`config.mk`:
```
export PLATFORM = sky130hd
export DESIGN_NAME = display_scan_mux_flat
export DESIGN_NICKNAME = d
export VERILOG_FILES = /design/src/rtl/display_scan_mux_pkg.sv /design/src/rtl/display_scan_mux_if.sv /design/src/rtl/display_scan_mux_tick_gen.sv /design/src/rtl/display_scan_mux.sv /design/src/flat_wrapper.sv
export SDC_FILE = /design/constraint.sdc
export NUM_CORES = 1
export LEC_CHECK = 0
export CAP_MARGIN = 25
export CELL_PAD_IN_SITES_DETAIL_PLACEMENT = 1
export CELL_PAD_IN_SITES_GLOBAL_PLACEMENT = 1
export CORE_ASPECT_RATIO = 1.25
export CORE_MARGIN = 2
export CORE_UTILIZATION = 54
export CTS_BUF_LIST = sky130_fd_sc_hd__clkbuf_4 sky130_fd_sc_hd__clkbuf_8
export CTS_CLUSTER_SIZE = 10
export DETAILED_ROUTE_END_ITERATION = 10
export DONT_BUFFER_PORTS = 1
export PLACE_DENSITY = 0.95
export SYNTH_ARGS = -nofsm -noshare
export SYNTH_HDL_FRONTEND = slang
export SYNTH_SLANG_ARGS = --single-unit
```
`constraint.sdc`:
```
create_clock -name clk -period 7.97 [get_ports clk]
set_clock_uncertainty 0.1 [all_clocks]
set_input_delay 2.391 -clock clk [delete_from_list [all_inputs] [get_ports clk]]
set_output_delay 2.391 -clock clk [all_outputs]
set_load 0.005 [all_outputs]
```
`src/rtl/display_scan_mux_pkg.sv`:
```
// rtl/display_scan_mux_pkg.sv - shared types and anode polarity helpers for the display scanner
package display_pkg;

   localparam int MAX_DIGITS = 8;

   typedef logic [$clog2(MAX_DIGITS)-1:0] digit_idx_t;

   function automatic logic anode_on(bit active_low);
      return ~active_low;
   endfunction

   function automatic logic anode_off(bit active_low);
      return active_low;
   endfunction

   // One bit of the one-hot anode vector; en = 0 forces the whole vector inactive.
   function automatic logic onehot_anode(digit_idx_t sel, digit_idx_t pos, bit active_low, bit en);
      return (en && (sel == pos)) ? anode_on(active_low) : anode_off(active_low);
   endfunction

endpackage

```
`src/rtl/display_scan_mux_if.sv`:
```
// rtl/display_scan_mux_if.sv - value input and scan outputs of the display scanner
interface display_scan_mux_if #(
   parameter int NUM_DIGITS = 4
);
   logic [4*NUM_DIGITS-1:0] value;
   logic                    value_valid;
   logic [3:0]              sw;
   logic [NUM_DIGITS-1:0]   anodes;
   logic                    blank;
   logic                    frame_done;

   modport master (output value, value_valid, input sw, anodes, blank, frame_done);
   modport slave  (input value, value_valid, output sw, anodes, blank, frame_done);
endinterface

```
`src/rtl/display_scan_mux_tick_gen.sv`:
```
// rtl/display_scan_mux_tick_gen.sv - per-digit dwell prescaler, tick on the last cycle of each slot
module tick_gen #(
   parameter int DIV = 10000
) (
   input  logic clk,
   input  logic rst,
   output logic tick
);
   localparam int CW = $clog2(DIV);
   localparam logic [CW-1:0] LAST = CW'(DIV - 1);

   logic [CW-1:0] cnt_q, cnt_d;

   assign tick = (cnt_q == LAST);

   always_comb begin
      cnt_d = tick ? '0 : cnt_q + 1'b1;
   end

   always_ff @(posedge clk) begin
      if (rst) cnt_q <= '0;
      else     cnt_q <= cnt_d;
   end
endmodule

```
`src/rtl/display_scan_mux.sv`:
```
// rtl/display_scan_mux.sv - multi-digit scanner with frame-synchronous value update
// Optional leading-zero blanking: SCAN_LEADING_ZERO_BLANK_EN
module display_scan_mux
   import display_pkg::*;
#(
   parameter int NUM_DIGITS       = 4,
   parameter int DIV              = 10000,
   parameter bit ANODE_ACTIVE_LOW = 1'b1
) (
   input logic              clk,
   input logic              rst,
   display_scan_mux_if.slave scan_if
);
   localparam int IDX_W = (NUM_DIGITS > 1) ? $clog2(NUM_DIGITS) : 1;
   localparam int VW    = 4 * NUM_DIGITS;
   localparam logic [IDX_W-1:0] LAST_IDX = IDX_W'(NUM_DIGITS - 1);

   logic                  tick;
   logic                  boundary;
   logic [IDX_W-1:0]      idx_q, idx_d;
   logic [VW-1:0]         pending_q, pending_d;
   logic [VW-1:0]         shadow_q, shadow_d;
   logic [3:0]            sw_q, sw_d;
   logic [NUM_DIGITS-1:0] anodes_q, anodes_d;
   logic                  blank_q, blank_d;
   logic                  frame_done_q;

   tick_gen #(.DIV(DIV)) u_tick_gen (
      .clk  (clk),
      .rst  (rst),
      .tick (tick)
   );

   // A write landing on the boundary cycle bypasses pending straight into shadow.
   always_comb begin
      boundary  = tick && (idx_q == LAST_IDX);
      idx_d     = idx_q;
      if (tick) idx_d = (idx_q == LAST_IDX) ? '0 : idx_q + 1'b1;
      pending_d = scan_if.value_valid ? scan_if.value : pending_q;
      shadow_d  = shadow_q;
      if (boundary) shadow_d = scan_if.value_valid ? scan_if.value : pending_q;
   end

`ifdef SCAN_LEADING_ZERO_BLANK_EN
   always_comb begin
      blank_d = (idx_d != '0) && ((shadow_d >> {idx_d, 2'b00}) == '0);
   end
`else
   always_comb begin
      blank_d = 1'b0;
   end
`endif

   // Outputs come from next-state so sw and anodes switch on the same edge as idx.
   always_comb begin
      sw_d = blank_d ? 4'h0 : shadow_d[{idx_d, 2'b00} +: 4];
      for (int i = 0; i < NUM_DIGITS; i++) begin
         anodes_d[i] = onehot_anode(digit_idx_t'(idx_d), digit_idx_t'(i), ANODE_ACTIVE_LOW, !blank_d);
      end
   end

   always_ff @(posedge clk) begin
      if (rst) begin
         idx_q        <= '0;
         pending_q    <= '0;
         shadow_q     <= '0;
         sw_q         <= 4'h0;
         anodes_q     <= {NUM_DIGITS{anode_off(ANODE_ACTIVE_LOW)}};
         blank_q      <= 1'b0;
         frame_done_q <= 1'b0;
      end else begin
         idx_q        <= idx_d;
         pending_q    <= pending_d;
         shadow_q     <= shadow_d;
         sw_q         <= sw_d;
         anodes_q     <= anodes_d;
         blank_q      <= blank_d;
         frame_done_q <= boundary;
      end
   end

   assign scan_if.sw         = sw_q;
   assign scan_if.anodes     = anodes_q;
   assign scan_if.blank      = blank_q;
   assign scan_if.frame_done = frame_done_q;
endmodule
```
`src/flat_wrapper.sv`:
```
// flat-port wrapper written by rule: the top's interface ports become plain ports
module display_scan_mux_flat import display_pkg::*;
#(
   parameter int NUM_DIGITS       = 4,
   parameter int DIV              = 10000,
   parameter bit ANODE_ACTIVE_LOW = 1'b1
)
  (clk, rst, scan_if_value, scan_if_value_valid, scan_if_sw, scan_if_anodes, scan_if_blank, scan_if_frame_done);
  display_scan_mux_if #(.NUM_DIGITS(NUM_DIGITS)) scan_if_i ();
  input logic clk;
  input logic rst;
  input wire logic [$bits(scan_if_i.value)-1:0] scan_if_value;
  input wire logic [$bits(scan_if_i.value_valid)-1:0] scan_if_value_valid;
  output wire logic [$bits(scan_if_i.sw)-1:0] scan_if_sw;
  output wire logic [$bits(scan_if_i.anodes)-1:0] scan_if_anodes;
  output wire logic [$bits(scan_if_i.blank)-1:0] scan_if_blank;
  output wire logic [$bits(scan_if_i.frame_done)-1:0] scan_if_frame_done;
  assign scan_if_i.value = scan_if_value;
  assign scan_if_i.value_valid = scan_if_value_valid;
  assign scan_if_sw = scan_if_i.sw;
  assign scan_if_anodes = scan_if_i.anodes;
  assign scan_if_blank = scan_if_i.blank;
  assign scan_if_frame_done = scan_if_i.frame_done;
  display_scan_mux #(.NUM_DIGITS(NUM_DIGITS), .DIV(DIV), .ANODE_ACTIVE_LOW(ANODE_ACTIVE_LOW)) u_core (.clk(clk), .rst(rst), .scan_if(scan_if_i));
endmodule
```
======== Word-level counts from Yosys, hierarchy flattened ========
Cells that the tools add are included.
word-level totals
  input bits .............................. 19
  bits in writable memories ............... 0
  register bits after elaboration ......... 57
  word-level logic and storage cells ...... 26
  memories ................................ 0
  bits in latches ......................... 0
  memory bits (read-only) ................. 0
operators by class
  eq/ne operators ......................... 5
  bitwise gates (word level) .............. 0
  divide/modulo/power cells ............... 0
  reductions and logical operators ........ 3
  $lt $le $gt $ge ......................... 0
  shift-type cells ........................ 1
  muxes and demuxes ....................... 8
  add/sub/neg operators ................... 2
  $mul .................................... 0
operators with widths
  operator                                                               number
  16-bit two-way mux                                                     2
  16-bit by 5-bit variable part select with 4-bit output                 1
  14-bit by 1-bit adder with 14-bit output, second input constant        1
  14-bit equality test, second input constant                            1
  2-bit equality test, second input constant                             3
  1-bit two-way mux                                                      4
  2-bit two-way mux                                                      2
  2-bit by 1-bit adder with 2-bit output, second input constant          1
  2-bit by 1-bit equality test with 1-bit output, second input constant  1
  2-bit zero test                                                        1
  2-bit OR reduction                                                     1
  1-bit logical AND                                                      1

======== Depth between registers and ports, before layout ========
Gate-level depths: netlist (run 1).
  word-level depth ........................ 5
  depth in mapped cells ................... 7
  gate-level depth less buffers ........... 6

======== Modules after synthesis ========
Synthesis (run 1) repeated with hierarchy kept, for this count alone.
second synthesis, totals
  cell total of the unflattened synthesis .. 239
  area, all modules ....................... 2,418.6 µm²
by module, submodules not included
  module            seq. area each (µm²)  instances  cells an instance  area an instance (µm²)
  display_scan_mux  860.8                 1          169                1,808.0
  tick_gen          280.3                 1          70                 610.6

======== Least setup slack after synthesis (run 1) ========
Ideal clock, no wire load.
  path type ............................... input-to-reg
  from .................................... input scan_if_value_valid
  to ...................................... register u_core.sw_q[3], in the netlist u_core.scan_if.sw[3]
  cell stages on the path ................. 7
  arrival time ............................ 4.048 ns
  slack ................................... 3.693 ns
  library setup time ...................... 0.128 ns
  required time ........................... 7.742 ns
  path buffers ............................ 2
  cells stage by stage .................... clkbuf_1 > clkbuf_1 > mux2i_1 > and2_1 > o32ai_1 > a221oi_1 > o22ai_1
on the way
  cells in the longest elaborated chain, start to end .. 3
RTL lines
  item                                                    RTL line                RTL
  start, declared                                         flat_wrapper.sv:13      input wire logic [$bits(scan_if_i.value_valid)-1:0] scan_if_value_valid;
  16-bit two-way mux                                      n/a
  16-bit two-way mux                                      display_scan_mux.sv:41  if (boundary) shadow_d = scan_if.value_valid ? scan_if.value : pending_q;
  16-bit by 5-bit variable part select with 4-bit output  display_scan_mux.sv:56  sw_d = blank_d ? 4'h0 : shadow_d[{idx_d, 2'b00} +: 4];
  end signal, assigned                                    display_scan_mux.sv:75  sw_q <= sw_d;
  end, declared                                           display_scan_mux.sv:23  logic [3:0] sw_q, sw_d;
No other way between the ends.
A chain may end at the register's enable or synchronous reset.

======== Final worst setup path (run 1) ========
Ends and elaborated chain as after synthesis.

==> metrics, run 1 <==
outcome=complete, no violations; Combinational Power Share=2.6%; flops & latches, synth=57; vias in the first global route=2063; Area growth, synth to finish=9.11%; Sink Count=57; post-synthesis cell type count=41; die area=5060 sq um; ANT nets after route=0; crit-path max FO=17; VDD IR max=151 uV; pre-CTS setup slack=4.35 ns; Net Count, Synth=274; leakage=0.000988 uW; Nets=271; Ports=29; Post-CTS Hold Buffers=0; number of synthesized flops with an enable pin=0; crit-path leading delay family=compound AO/OA/AOI/OAI gates; Syn Std Cell Area=2430 sq um; DR vias=1823; worst hold endpoint=u_core.u_tick_gen.cnt_q[0]$_SDFF_PP0_; largest net degree at the start of global routing=39; CTS H-tree depth=3; Arr. time, crit path=3.39 ns; Buf/Inv on CP=0; clk slew on worst S/H paths=0.07 ns; layout cell share with drive strength beyond 1=13.4%; Max Fclk=0.304 GHz; Antenna diodes=0; unrepaired setup endpoints after global routing=false; DRT Wirelength=5.84 mm; cell type with the largest total area after synthesis=dfxtp_1; CTS root buf=clkbuf_8; Net Sw Power=125 uW; hold path cells=1; HP Class=reg2reg; Worst-Margin Slew=0.705 ns; pwr dens=231 nW/um^2; post_cts resized=0; Worst EP required=8.08 ns; Die Wd=64.0 microns; CP Capture Type=register; DR vias/cell=5.84; clock latency on the worst-skew pair=0.34 ns; crit share post-route=41.2%; synth warn=0; hold path startpoint=u_core.u_tick_gen.cnt_q[0]$_SDFF_PP0_; Final setup viols=0; wire per inst=18.7 microns; minimum clock period after layout=3.28 ns; Internal Pwr Total=488 uW; core area=4360 sq um; RR Startpoint=u_core.u_tick_gen.cnt_q[7]$_SDFF_PP0_; Max Cap Viol=0; post-DP HPWL=3.77 mm; Reg power frac=47.9%; predominant post-synthesis flop cell=dfxtp_1; total track usage=26.1%; port bufs=0; FFs w/ async S/R, synth=0%; slowest cell on the critical path=a221oi_1; Num CTS Buffers=9; startpoint types=input port; initial antenna violation count=0; Max Root-Sink Buffers=2; num rows=27; relative slew slack=52.6%; reg2reg path depth=5; Synth Instances=253; detailed-route DRC error count=0; Yosys top cell area share=46.9%; GP Congestion=0.777; DR iter-0 viols=47; post-CTS setup repair buffer count=0; FF-to-FF End=u_core.shadow_q[5]$_SDFF_PP0_; total gr overflow=0; CP max stage delay=0.36 ns; syn avg cell area=9.61 sq um; Setup Total Neg Slack=0 ns; post-synthesis sequential area ratio=46.9%; drt pass-1 iters=4; crit-path cells=mux2i_1 > and2_1 > o32ai_1 > a221oi_1 > o22ai_1; first-pass GRT wire length=9.89 mm; Worst R2R Setup Slack=5.11 ns; Hold Violations, Final=0; CTS tree=done; DIE HEIGHT=79.0 microns; Synth area leaders=dfxtp_1 47%, mux2i_1 9.5%, nor2_1 8.3%; starting density of the core=55.8%; Setup CP Type=in2reg; Clock power frac=49.5%; fin. max-slew vios=0; switching share of power=20.4%; final worst slack=4.69 ns
-- state kept, by name, indices dropped and copies added (netlist names) --
| signal | flops |
|---|---|
| u_core.shadow_q | 16 |
| u_core.idx_q | 2 |
| u_core.scan_if.frame_done | 1 |
| u_core.scan_if.anodes | 4 |
| u_core.scan_if.sw | 4 |
| u_core.u_tick_gen.cnt_q | 14 |
| u_core.pending_q | 16 |
-- worst max-delay path by stage --
stage                        startpoint  slack, ns                              end  depth (start not counted)
floorplan           scan_if_value_valid       3.69  u_core.scan_if.sw[3]$_SDFF_PP0_                          7
finish              scan_if_value_valid       4.69  u_core.scan_if.sw[3]$_SDFF_PP0_                          5
detailed placement  scan_if_value_valid       4.35  u_core.scan_if.sw[3]$_SDFF_PP0_                          5
global placement    scan_if_value_valid       4.55  u_core.scan_if.sw[3]$_SDFF_PP0_                          5
CTS                 scan_if_value_valid       4.72  u_core.scan_if.sw[3]$_SDFF_PP0_                          5
global route        scan_if_value_valid       4.59  u_core.scan_if.sw[3]$_SDFF_PP0_                          5
-- power by group through the flow --
stage	Combinational [uW]	Sequential [uW]	Clock (uW)
finish	16.0	294	304
global route	18.0	294	318
CTS	16.4	294	308
detailed placement	16.2	300	0
global placement	15.1	300	0
floorplan	17.9	299	0
-- placed cells by master (no fill, tap or decap), types with 2 or more instances in the layout --
cell type,Yosys,routed
inv_1,5,5
mux2_2,6,6
nand4_1,4,4
and2_1,3,3
and3_1,5,5
a211oi_1,16,16
nor2_1,54,54
a21o_1,2,2
clkbuf_8,0,10
mux2i_1,23,23
dfxtp_1,57,57
o21ai_0,5,5
xor2_1,3,3
a221oi_2,3,3
nor3_1,3,3
ha_1,2,2
or4_1,2,2
a21oi_1,2,2
nand2_1,14,14
nand3_1,4,4
or4b_4,2,2
clkbuf_4,0,2
bufinv_16,0,2
xnor2_1,9,9
-- synth_stat cells, types with 3 or more instances --
master,n
a221oi_2,3
nor3_1,3
a211oi_1,16
xor2_1,3
inv_1,5
mux2i_1,23
clkbuf_1,9
nand4_1,4
dfxtp_1,57
mux2_2,6
o21ai_0,5
and2_1,3
nor2_1,54
nand2_1,14
nand3_1,4
xnor2_1,9
and3_1,5
-- cells by family (layout without fill, tap and decap cells) --
family	after synthesis	count (layout)	synth area share, %
xor gates and xnor gates	12	12	4.32
and+or+nand+nor	99	99	19.7
adders and majority gates	2	2	1.03
AOI/OAI and AO/OA	32	32	10.1
buffers and inverters	19	20	3.60
muxes	31	31	14.1
other	1	1	0.154
DFF	57	57	46.9
-- per-layer routing --
layer	share of wire, %	wire [microns]	global-route usage, %
met4	4.5	262	18.9
met5	0	0	0
met3	2.9	170	5.10
met1	39	2270	28.1
met2	54	3130	45.0
-- metrics by stage --
| step | instance area (sq um) | total power [uW] | hold WS (ns) | util, % | std cells |
|---|---|---|---|---|---|
| after detailed placement | 2430 | 316 | 0.337 | 55.9 | 297 |
| final | 2650 | 613 | 0.339 | 60.9 | 312 |
| after CTS | 2650 | 618 | 0.346 | 60.9 | 312 |
| after global placement | 2430 | 315 | 0.331 | 55.9 | 297 |
| after floorplan | 2430 | 317 | 0.313 | - | 253 |
| after global routing | 2650 | 631 | 0.376 | 60.9 | 312 |
-- cell type report --
cell class,count,area (sq um)
Sequential cell,57,1140
Multi-Input combinational cell,177,1200
Clock buffer,12,153
Clock inverter,3,65.1
Fill cell,494,1710
Inverter,5,18.8
Tap cell,58,72.6
Note: power is estimated with default switching activity, not from simulation.
==> inputs of run 2 (changes only) <==
--- a/config.mk
+++ b/config.mk
@@ -10,12 +10,12 @@
 export CELL_PAD_IN_SITES_GLOBAL_PLACEMENT = 1
 export CORE_ASPECT_RATIO = 1.25
 export CORE_MARGIN = 2
-export CORE_UTILIZATION = 54
+export CORE_UTILIZATION = 45
 export CTS_BUF_LIST = sky130_fd_sc_hd__clkbuf_4 sky130_fd_sc_hd__clkbuf_8
 export CTS_CLUSTER_SIZE = 10
 export DETAILED_ROUTE_END_ITERATION = 10
 export DONT_BUFFER_PORTS = 1
-export PLACE_DENSITY = 0.95
+export PLACE_DENSITY = 0.88
 export SYNTH_ARGS = -nofsm -noshare
 export SYNTH_HDL_FRONTEND = slang
 export SYNTH_SLANG_ARGS = --single-unit
==> constraint.sdc (replaced) <==
create_clock -name clk -period 2.75 [get_ports clk]
set_clock_uncertainty 0.1 [all_clocks]
set_input_delay 0.825 -clock clk [delete_from_list [all_inputs] [get_ports clk]]
set_output_delay 0.825 -clock clk [all_outputs]
set_load 0.005 [all_outputs]
==> metrics, run 2 (synthesis results as in run 1) <==
HP Class=reg2reg; drt pass-1 iters=4 (unchanged); Worst R2R Setup Slack=0.22 ns (-4.89 ns); Worst-Margin Slew=0.533 ns (-0.172 ns); post_cts resized=0 (unchanged); Sink Count=57 (unchanged); DR iter-0 viols=70 (+49%); startpoint types=register; DR vias/cell=5.68 (-2.8%); Max Cap Viol=0 (unchanged); minimum clock period after layout=2.53 ns; Die Wd=69.7 microns (+8.9%); starting density of the core=47.2% (-8.6 points); Area growth, synth to finish=9.21% (about the same); Setup CP Type=reg2reg; Setup Total Neg Slack=0 ns (unchanged); outcome=complete, no violations; Nets=276 (+1.8%); Worst EP required=2.92 ns (-5.16 ns); DR vias=1824 (+0.055%); Area after DPL=2490 sq um (+2.3%); first-pass GRT wire length=9.12 mm (-7.7%); crit-path max FO=5 (-12); Reg power frac=54.5% (+6.6 points); num rows=29 (+7.4%); die area=6010 sq um (+19%); FF-to-FF End=u_core.scan_if.sw[3]$_SDFF_PP0_; Arr. time, crit path=2.71 ns (-0.68 ns); VDD IR max=324 uV (+110%); RR Startpoint=u_core.u_tick_gen.cnt_q[11]$_SDFF_PP0_; Combinational Power Share=2.9% (+0.3 points); final non-filler cell total=321 (+2.9%); initial antenna violation count=0 (unchanged); reg2reg path depth=5 (unchanged); pwr dens=588 nW/um^2 (+150%); Net Sw Power=346 uW (+180%); clock latency on the worst-skew pair=0.34 ns (about the same); DRT Wirelength=5.44 mm (-6.8%); CTS tree=done; CTS H-tree depth=3 (unchanged); wire per inst=16.9 microns (-9.4%); Worst Setup EP=u_core.scan_if.sw[3]$_SDFF_PP0_; CP Capture Type=register; Ports=29 (unchanged); relative slew slack=64.5% (+12 points); post-CTS setup repair buffer count=0 (unchanged); leakage=0.000997 uW (+0.89%); DIE HEIGHT=86.2 microns (+9.1%); Clock power frac=42.6% (-6.9 points); post-DP HPWL=3.89 mm (+3.0%); switching share of power=22.2% (+1.8 points); Max Fclk=0.394 GHz; fin. max-slew vios=0 (unchanged); fillers=603 (+22%); layout cell share with drive strength beyond 1=15.1% (+1.7 points); GP Congestion=0.836 (+7.6%); total track usage=19.7% (-6.3 points); commonest cells after routing, fill and taps aside=57 x dfxtp_1, 54 x nor2_1, 23 x mux2i_1; ANT nets after route=0 (unchanged); Antenna diodes=0 (unchanged); total gr overflow=0 (unchanged); port bufs=0 (unchanged); Reg area=1140 sq um (unchanged); largest net degree at the start of global routing=39 (unchanged); Post-CTS Hold Buffers=0 (unchanged); core area=5150 sq um (+18%); Num CTS Buffers=9 (unchanged); area of the multi-input gates=1200 sq um (unchanged); unrepaired setup endpoints after global routing=false; Final setup viols=0 (unchanged); Hold Violations, Final=0 (unchanged); vias in the first global route=1904 (-7.7%); Critical path origin=u_core.u_tick_gen.cnt_q[11]$_SDFF_PP0_; Post-Layout Inst Area=2660 sq um (about the same); crit share post-route=92.2%; CTS root buf=clkbuf_8; commonest non-fill, non-tap cell in the layout=dfxtp_1; detailed-route DRC error count=0 (unchanged); placed cell count=306 (+3.0%); worst hold margin=0.345 ns (+0.00602 ns); Largest regs=u_core.pending_q x16, u_core.shadow_q x16, u_core.u_tick_gen.cnt_q x14; Max Root-Sink Buffers=2 (unchanged); Internal Pwr Total=1220 uW (+150%); clk slew on worst S/H paths=0.06 ns (about the same)
-- run 2: cell type report --
cell class	instances	share of cell area, %
inverters	5	0.707
clock inverters	4	0.754
flip-flops and latches	57	43.0
well taps	62	2.92
repair buffers	5	1.89
clock buffers	11	5.47
multi-input cells	177	45.3
-- run 2: critical path: stages (launching register included) --
cell and delay (ns):
dfxtp_1 0.35, or4b_4 0.59, or4_1 0.66, nor3_1 0.40, o21ai_0 0.18, o22ai_1 0.19
-- run 2: how the worst min path moves through the flow --
stage	start	to	slack (ns)	depth (start not counted)
after global routing	u_core.u_tick_gen.cnt_q[0]$_SDFF_PP0_	u_core.u_tick_gen.cnt_q[0]$_SDFF_PP0_	0.37	1
after detailed placement	u_core.u_tick_gen.cnt_q[0]$_SDFF_PP0_	u_core.u_tick_gen.cnt_q[0]$_SDFF_PP0_	0.33	1
final	u_core.u_tick_gen.cnt_q[0]$_SDFF_PP0_	u_core.u_tick_gen.cnt_q[0]$_SDFF_PP0_	0.34	1
after floorplan	u_core.u_tick_gen.cnt_q[0]$_SDFF_PP0_	u_core.u_tick_gen.cnt_q[0]$_SDFF_PP0_	0.31	1
after global placement	u_core.u_tick_gen.cnt_q[0]$_SDFF_PP0_	u_core.u_tick_gen.cnt_q[0]$_SDFF_PP0_	0.33	1
after CTS	u_core.u_tick_gen.cnt_q[0]$_SDFF_PP0_	u_core.u_tick_gen.cnt_q[0]$_SDFF_PP0_	0.34	1
-- run 2: power by group through the flow --
stage	sequential, uW	combinational [uW]	clock, uW
after floorplan	867	51.8	0
after detailed placement	869	46.8	0
final	851	46.0	665
after CTS	851	47.4	681
after global routing	852	52.4	712
after global placement	868	45.3	0
-- run 2: routing by layer --
layer  global-route usage (%)  share of wire (%)  routed length (microns)
met5                        0                  0                        0
met4                     11.5                2.8                      155
met3                     3.95                3.4                      183
met2                     36.2                 54                     2930
met1                     21.0                 40                     2170
-- run 2: through the flow --
stage          setup WS (ns)  util [%]  power, uW
3_5_place_dp           0.264      48.3        916
3_3_place_gp           0.366      48.3        914
5_1_grt               0.0986      51.5       1620
6_report               0.215      51.5       1560
4_1_cts                0.215      51.5       1580
2_1_floorplan         0.0393         -        919
